**src/rtl/fwd_select_unit.sv**
```systemverilog
// Forwarding select and load-use stall control for the 5-stage pipeline (EX/MEM/WB shadow slots).
// Optional: define FWD_RET_STAGE_EN to add the retired-result path (select 11) for non-write-through register files.
module fwd_select_unit #(
  parameter int REG_ADDR_W = 5,
  parameter int NUM_REGS   = 32
) (
  input  logic                  clk,
  input  logic                  reset,
  input  logic                  id_valid,
  input  logic [REG_ADDR_W-1:0] id_rs1,
  input  logic [REG_ADDR_W-1:0] id_rs2,
  input  logic                  id_uses_rs1,
  input  logic                  id_uses_rs2,
  input  logic [REG_ADDR_W-1:0] id_rd,
  input  logic                  id_regwrite,
  input  logic                  id_memread,
  input  logic                  flush,
  output logic                  stall_out,
  output logic [1:0]            fwd_a_sel,
  output logic [1:0]            fwd_b_sel,
  output logic                  ex_valid
);

  localparam int NUM_SRC = 2;

  logic                  ex_valid_reg;
  logic [REG_ADDR_W-1:0] ex_rd_reg;
  logic                  ex_regwrite_reg;
  logic                  ex_memread_reg;
  logic                  mem_write_reg;
  logic [REG_ADDR_W-1:0] mem_rd_reg;
`ifdef FWD_RET_STAGE_EN
  // The RET slot is only ever compared as its pre-shift image, which is the WB slot.
  logic                  wb_write_reg;
  logic [REG_ADDR_W-1:0] wb_rd_reg;
  logic [NUM_REGS-1:0]   wb_write_mask;
  logic [NUM_SRC-1:0]    wb_hit;
`endif

  logic                  ex_writing;
  logic [NUM_REGS-1:0]   ex_write_mask;
  logic [NUM_REGS-1:0]   ex_load_mask;
  logic [NUM_REGS-1:0]   mem_write_mask;

  logic [NUM_SRC-1:0][REG_ADDR_W-1:0] src_rs;
  logic [NUM_SRC-1:0]                 src_uses;
  logic [NUM_SRC-1:0]                 src_load_hit;
  logic [NUM_SRC-1:0]                 ex_hit;
  logic [NUM_SRC-1:0]                 mem_hit;
  logic [NUM_SRC-1:0][1:0]            sel_next;
  logic [NUM_SRC-1:0][1:0]            sel_reg;
  logic                               hazard;

  assign ex_writing = ex_valid_reg && ex_regwrite_reg && (ex_rd_reg != '0);

  // One-hot "pending write" decode per slot; x0 never produces a hit.
  genvar gi;
  generate
    for (gi = 0; gi < NUM_REGS; gi++) begin : g_reg_decode
      if (gi == 0) begin : g_zero
        assign ex_write_mask[gi]  = 1'b0;
        assign ex_load_mask[gi]   = 1'b0;
        assign mem_write_mask[gi] = 1'b0;
`ifdef FWD_RET_STAGE_EN
        assign wb_write_mask[gi]  = 1'b0;
`endif
      end else begin : g_nonzero
        assign ex_write_mask[gi]  = ex_writing && (ex_rd_reg == REG_ADDR_W'(gi));
        assign ex_load_mask[gi]   = ex_write_mask[gi] && ex_memread_reg;
        assign mem_write_mask[gi] = mem_write_reg && (mem_rd_reg == REG_ADDR_W'(gi));
`ifdef FWD_RET_STAGE_EN
        assign wb_write_mask[gi]  = wb_write_reg && (wb_rd_reg == REG_ADDR_W'(gi));
`endif
      end
    end
  endgenerate

  assign src_rs[0]   = id_rs1;
  assign src_rs[1]   = id_rs2;
  assign src_uses[0] = id_uses_rs1;
  assign src_uses[1] = id_uses_rs2;

  // Per-operand priority: youngest producer wins.
  generate
    for (gi = 0; gi < NUM_SRC; gi++) begin : g_src
      assign src_load_hit[gi] = src_uses[gi] && ex_load_mask[src_rs[gi]];
      assign ex_hit[gi]       = src_uses[gi] && (src_rs[gi] != '0) && ex_write_mask[src_rs[gi]];
      assign mem_hit[gi]      = src_uses[gi] && (src_rs[gi] != '0) && mem_write_mask[src_rs[gi]];
`ifdef FWD_RET_STAGE_EN
      assign wb_hit[gi]       = src_uses[gi] && (src_rs[gi] != '0) && wb_write_mask[src_rs[gi]];
      assign sel_next[gi]     = ex_hit[gi]  ? 2'b10 :
                                mem_hit[gi] ? 2'b01 :
                                wb_hit[gi]  ? 2'b11 : 2'b00;
`else
      assign sel_next[gi]     = ex_hit[gi]  ? 2'b10 :
                                mem_hit[gi] ? 2'b01 : 2'b00;
`endif
    end
  endgenerate

  assign hazard    = id_valid && (|src_load_hit);
  assign stall_out = hazard && !flush && !reset;

  always_ff @(posedge clk) begin
    if (reset) begin
      ex_valid_reg    <= 1'b0;
      ex_rd_reg       <= '0;
      ex_regwrite_reg <= 1'b0;
      ex_memread_reg  <= 1'b0;
      mem_write_reg   <= 1'b0;
      mem_rd_reg      <= '0;
`ifdef FWD_RET_STAGE_EN
      wb_write_reg    <= 1'b0;
      wb_rd_reg       <= '0;
`endif
      sel_reg         <= '0;
    end else begin
      mem_write_reg <= ex_writing;
      mem_rd_reg    <= ex_rd_reg;
`ifdef FWD_RET_STAGE_EN
      wb_write_reg  <= mem_write_reg;
      wb_rd_reg     <= mem_rd_reg;
`endif
      if (flush || stall_out) begin
        ex_valid_reg    <= 1'b0;
        ex_rd_reg       <= '0;
        ex_regwrite_reg <= 1'b0;
        ex_memread_reg  <= 1'b0;
        sel_reg         <= '0;
      end else begin
        ex_valid_reg    <= id_valid;
        ex_rd_reg       <= id_rd;
        ex_regwrite_reg <= id_regwrite;
        ex_memread_reg  <= id_memread;
        sel_reg         <= sel_next;
      end
    end
  end

  assign fwd_a_sel = sel_reg[0];
  assign fwd_b_sel = sel_reg[1];
  assign ex_valid  = ex_valid_reg;

endmodule

```
**config.mk**
```make
export PLATFORM = sky130hd
export DESIGN_NAME = fwd_select_unit
export DESIGN_NICKNAME = d
export VERILOG_FILES = /design/src/rtl/fwd_select_unit.sv
export SDC_FILE = /design/constraint.sdc
export NUM_CORES = 1
export LEC_CHECK = 0
export CAP_MARGIN = 25
export CELL_PAD_IN_SITES_DETAIL_PLACEMENT = 0
export CELL_PAD_IN_SITES_GLOBAL_PLACEMENT = 2
export CORE_UTILIZATION = 30
export CTS_BUF_LIST = sky130_fd_sc_hd__clkbuf_2
export DETAILED_ROUTE_END_ITERATION = 16
export PLACE_DENSITY_LB_ADDON = 0.1
export SYNTH_ARGS = -nofsm -noshare
export SYNTH_HDL_FRONTEND = slang
export SYNTH_SLANG_ARGS = --single-unit
```
**constraint.sdc**
```tcl
create_clock -name clk -period 5.2 [get_ports clk]
set_input_delay 1.04 -clock clk [delete_from_list [all_inputs] [get_ports clk]]
set_output_delay 1.04 -clock clk [all_outputs]
set_load 0.02 [all_outputs]
```
==> flow_metrics.tcl <==
set metrics [dict create \
    status "complete, no violations" \
    antenna_found_initial 0 \
    dpl.hpwl_mm 1.792 \
    worst_ep_required_time_ps 4160 \
    grt_first_pass_wirelength_mm 3.753 \
    gp_congestion 0.7838 \
    synthAdderAreaFrac_pct 0 \
    synth_compound_area_share_pct 18.49 \
    clkTransAtPathRegs_ps 180 \
    drtAntennaViolNets 0 \
    combinationalPowerShare_pct 18.2 \
    p_leak_nw 0.4476 \
    setup_viol 0 \
    p_sw_uw 65.39 \
    synth-simple-area-share_pct 31.18 \
    ctsHtreeMaxLevel 1 \
    synth.distinct_cells 32 \
    rsz0062_at_grt "no" \
    port_buffers 28 \
    grt_use_total_pct 14.78 \
    synthToLayoutAreaGrowth_pct 37.38 \
    cts_tree "built" \
    die_w_microns 58.19 \
    cts_setup_buffers 0 \
    vias 857 \
    slew_viol_final 0 \
    skew_ps 26.29 \
    first_pass_iters 4 \
    cp-end-kind "primary output" \
    pwr-share-seq_pct 58.5 \
    drtIter0Drc 12 \
    cpMaxStageDelayCell "clkdlybuf4s50_1" \
    grt_start_max_net_pins 11 \
    r2r_slack_ps 3340 \
    worstHoldPathType "flop to flop" \
    synth_top_family_by_area "simple AND/OR/NAND/NOR gates" \
    grt.overflow.total 0 \
    antenna_cells 0 \
    arrival_ps 3370 \
    place_area_sq_um 1282 \
    synth_xor_area_share_pct 11.10 \
    core-area_sq_um 3028 \
    drive_above_1_share_pct 7.971 \
    syn-num-nets 129 \
    worstMarginPinSlew_ps 515.2 \
    dieArea_sq_um 3386 \
    power.total_uw 250.4 \
    routed_via_density 4.709 \
    ys_seq_area_share_pct 38.04 \
    hold_violations 0 \
    slew_headroom_pct 65.28 \
    fin_ws_ps 788.9 \
    yosys_warnings 0 \
    clockBufferDepth 2 \
    fin_crit_sh_pct 84.83 \
    synth-seq-cells 18 \
    place_ws_ps 790.2 \
    syn_avg_cell_area_sq_um 8.935 \
    p_clk_share_pct 23.3 \
    synth_cells 106 \
    maxCapViolCount 0 \
    cts_sinks 18 \
    wire_per_inst_microns 12.04 \
    start_kind "input pin" \
    synthMuxAreaShare_pct 0 \
    fin_area_sq_um 1301 \
    crit_type "input pin to primary output" \
    drc 0 \
    fmax_ghz 0.2267 \
    tns_ps 0 \
    numCtsBuffers 3 \
    path_max_fanout 5 \
    slowest_delay_ps 600 \
    start_util_pct 31.28 \
    pwr_density_cell_nw_per_um2 192.4 \
    fin_nets 162 \
    dieHeight_microns 58.19 \
    crit_path_frequent_cell "clkdlybuf4s50_1" \
    io_pins 29 \
    cts-resized-gates 0 \
    switching_share_pct 26.12 \
    clk-insertion-delay-late_ps 300 \
    p_int_uw 185.0 \
    cp_cell_sequence "clkdlybuf4s50_1 > nor2b_1 > or4_4 > a31oi_1 > a32oi_1 > nor2_1 > clkdlybuf4s50_1" \
    peakVddDrop_v 0.0001088 \
    synth_area_sq_um 947.2 \
    cts-root-buf "clkbuf_2" \
    min_period_ps 4411 \
    cts.hold.buffers_added 0 \
    grt_pass1_vias 841 \
    rows 20 \
    drt-total-wl_mm 2.191 \
    hold_ws_ps 481.2 \
]
-- per-stage QoR --
stage	util (%)	instances
final	42.98	182
after global routing	42.98	182
after CTS	42.98	182
after detailed placement	42.36	178
after global placement	42.36	178
after floorplan	-	106
-- layer usage --
| metal | track usage, % | wire, microns | vias to the layer above |
|---|---|---|---|
| li1 | - | - | 450 |
| met1 | 18.60 | 1039 | 392 |
| met2 | 25.29 | 1077 | 13 |
| met3 | 2.679 | 54 | 2 |
| met4 | 5.102 | 19 | 0 |
| met5 | 0 | 0 | - |
-- power groups by stage --
stage	combinational, mW	sequential, mW	clock [mW]
2_1_floorplan	0.0195	0.148	0
3_3_place_gp	0.0460	0.149	0
3_5_place_dp	0.0459	0.149	0
4_1_cts	0.0461	0.146	0.0624
5_1_grt	0.0505	0.147	0.0705
6_report	0.0456	0.146	0.0584
-- cell usage after synthesis --
master	number	area, sq um
a211oi_1	1	7.510
a21oi_1	1	5.000
a22oi_1	1	7.510
a311oi_1	2	17.52
a311oi_2	2	30.03
a31oi_1	2	12.51
a32oi_1	2	17.52
and2_1	7	43.79
and3_1	1	6.260
dfxtp_1	18	360.4
inv_1	3	11.26
nand2_1	8	30.03
nand3_1	2	10.01
nand4_1	1	6.260
nand4b_1	3	26.28
nor2_1	8	30.03
nor2b_1	9	56.30
nor3_1	4	20.02
nor4_1	3	18.77
nor4b_1	1	8.760
o2111ai_1	1	8.760
o211ai_1	1	7.510
o21ai_0	4	20.02
o21ai_1	1	5.000
o21ba_2	2	20.02
o41ai_2	1	16.27
or2_2	2	12.51
or2b_1	1	7.510
or4_1	1	7.510
or4_4	1	11.26
xnor2_1	5	43.79
xor2_1	7	61.31
-- cells in the final DEF, fill, tap and decap left out, types with 2 or more instances in the layout --
cell	Yosys	final
clkdlybuf4s50_1	0	28
nor4_1	3	3
clkbuf_2	0	3
a32oi_1	2	2
nor2b_1	9	9
nand2_1	8	8
xnor2_1	5	5
nor3_1	4	4
inv_1	3	3
a311oi_2	2	2
nand4b_1	3	3
xor2_1	7	7
a31oi_1	2	2
and2_1	7	7
dfxtp_1	18	18
a311oi_1	2	2
or2_2	2	2
nor2_1	8	8
o21ba_2	2	2
nand3_1	2	2
o21ai_0	4	4
-- logic make-up after synthesis --
kind of cell | count (synthesis)
xor gates and xnor gates | 12
buffers and inverters | 3
and+or+nand+nor | 52
AOI/OAI and AO/OA | 21
DFF | 18
-- path summary, 6_finish.rpt --
path,start,end,cells past startpoint
hold reg to reg,mem_write_reg$_SDFF_PP0_,fwd_b_sel[0]$_SDFF_PP0_,2
hold / removal,mem_write_reg$_SDFF_PP0_,fwd_b_sel[0]$_SDFF_PP0_,2
setup reg to reg,ex_rd_reg[1]$_SDFF_PP0_,ex_rd_reg[0]$_SDFF_PP0_,5
setup / recovery,id_rs1[0],stall_out,7
-- cell type report --
cell class,instances,area [sq um]
Tap cell,44,55.05
Timing Repair Buffer,28,280.3
Inverter,3,11.26
Multi-Input combinational cell,85,575.6
Fill cell,303,1727
Sequential cell,18,360.3
Clock buffer,3,15.01
Clock inverter,1,3.754
-- critical path, delay by kind of cell --
family / cells / cell delay, ps
AOI/OAI and AO/OA: 2 / 420
buffers and inverters: 2 / 1090
and+or+nand+nor: 3 / 810
Note: power is estimated with default switching activity, not from simulation.
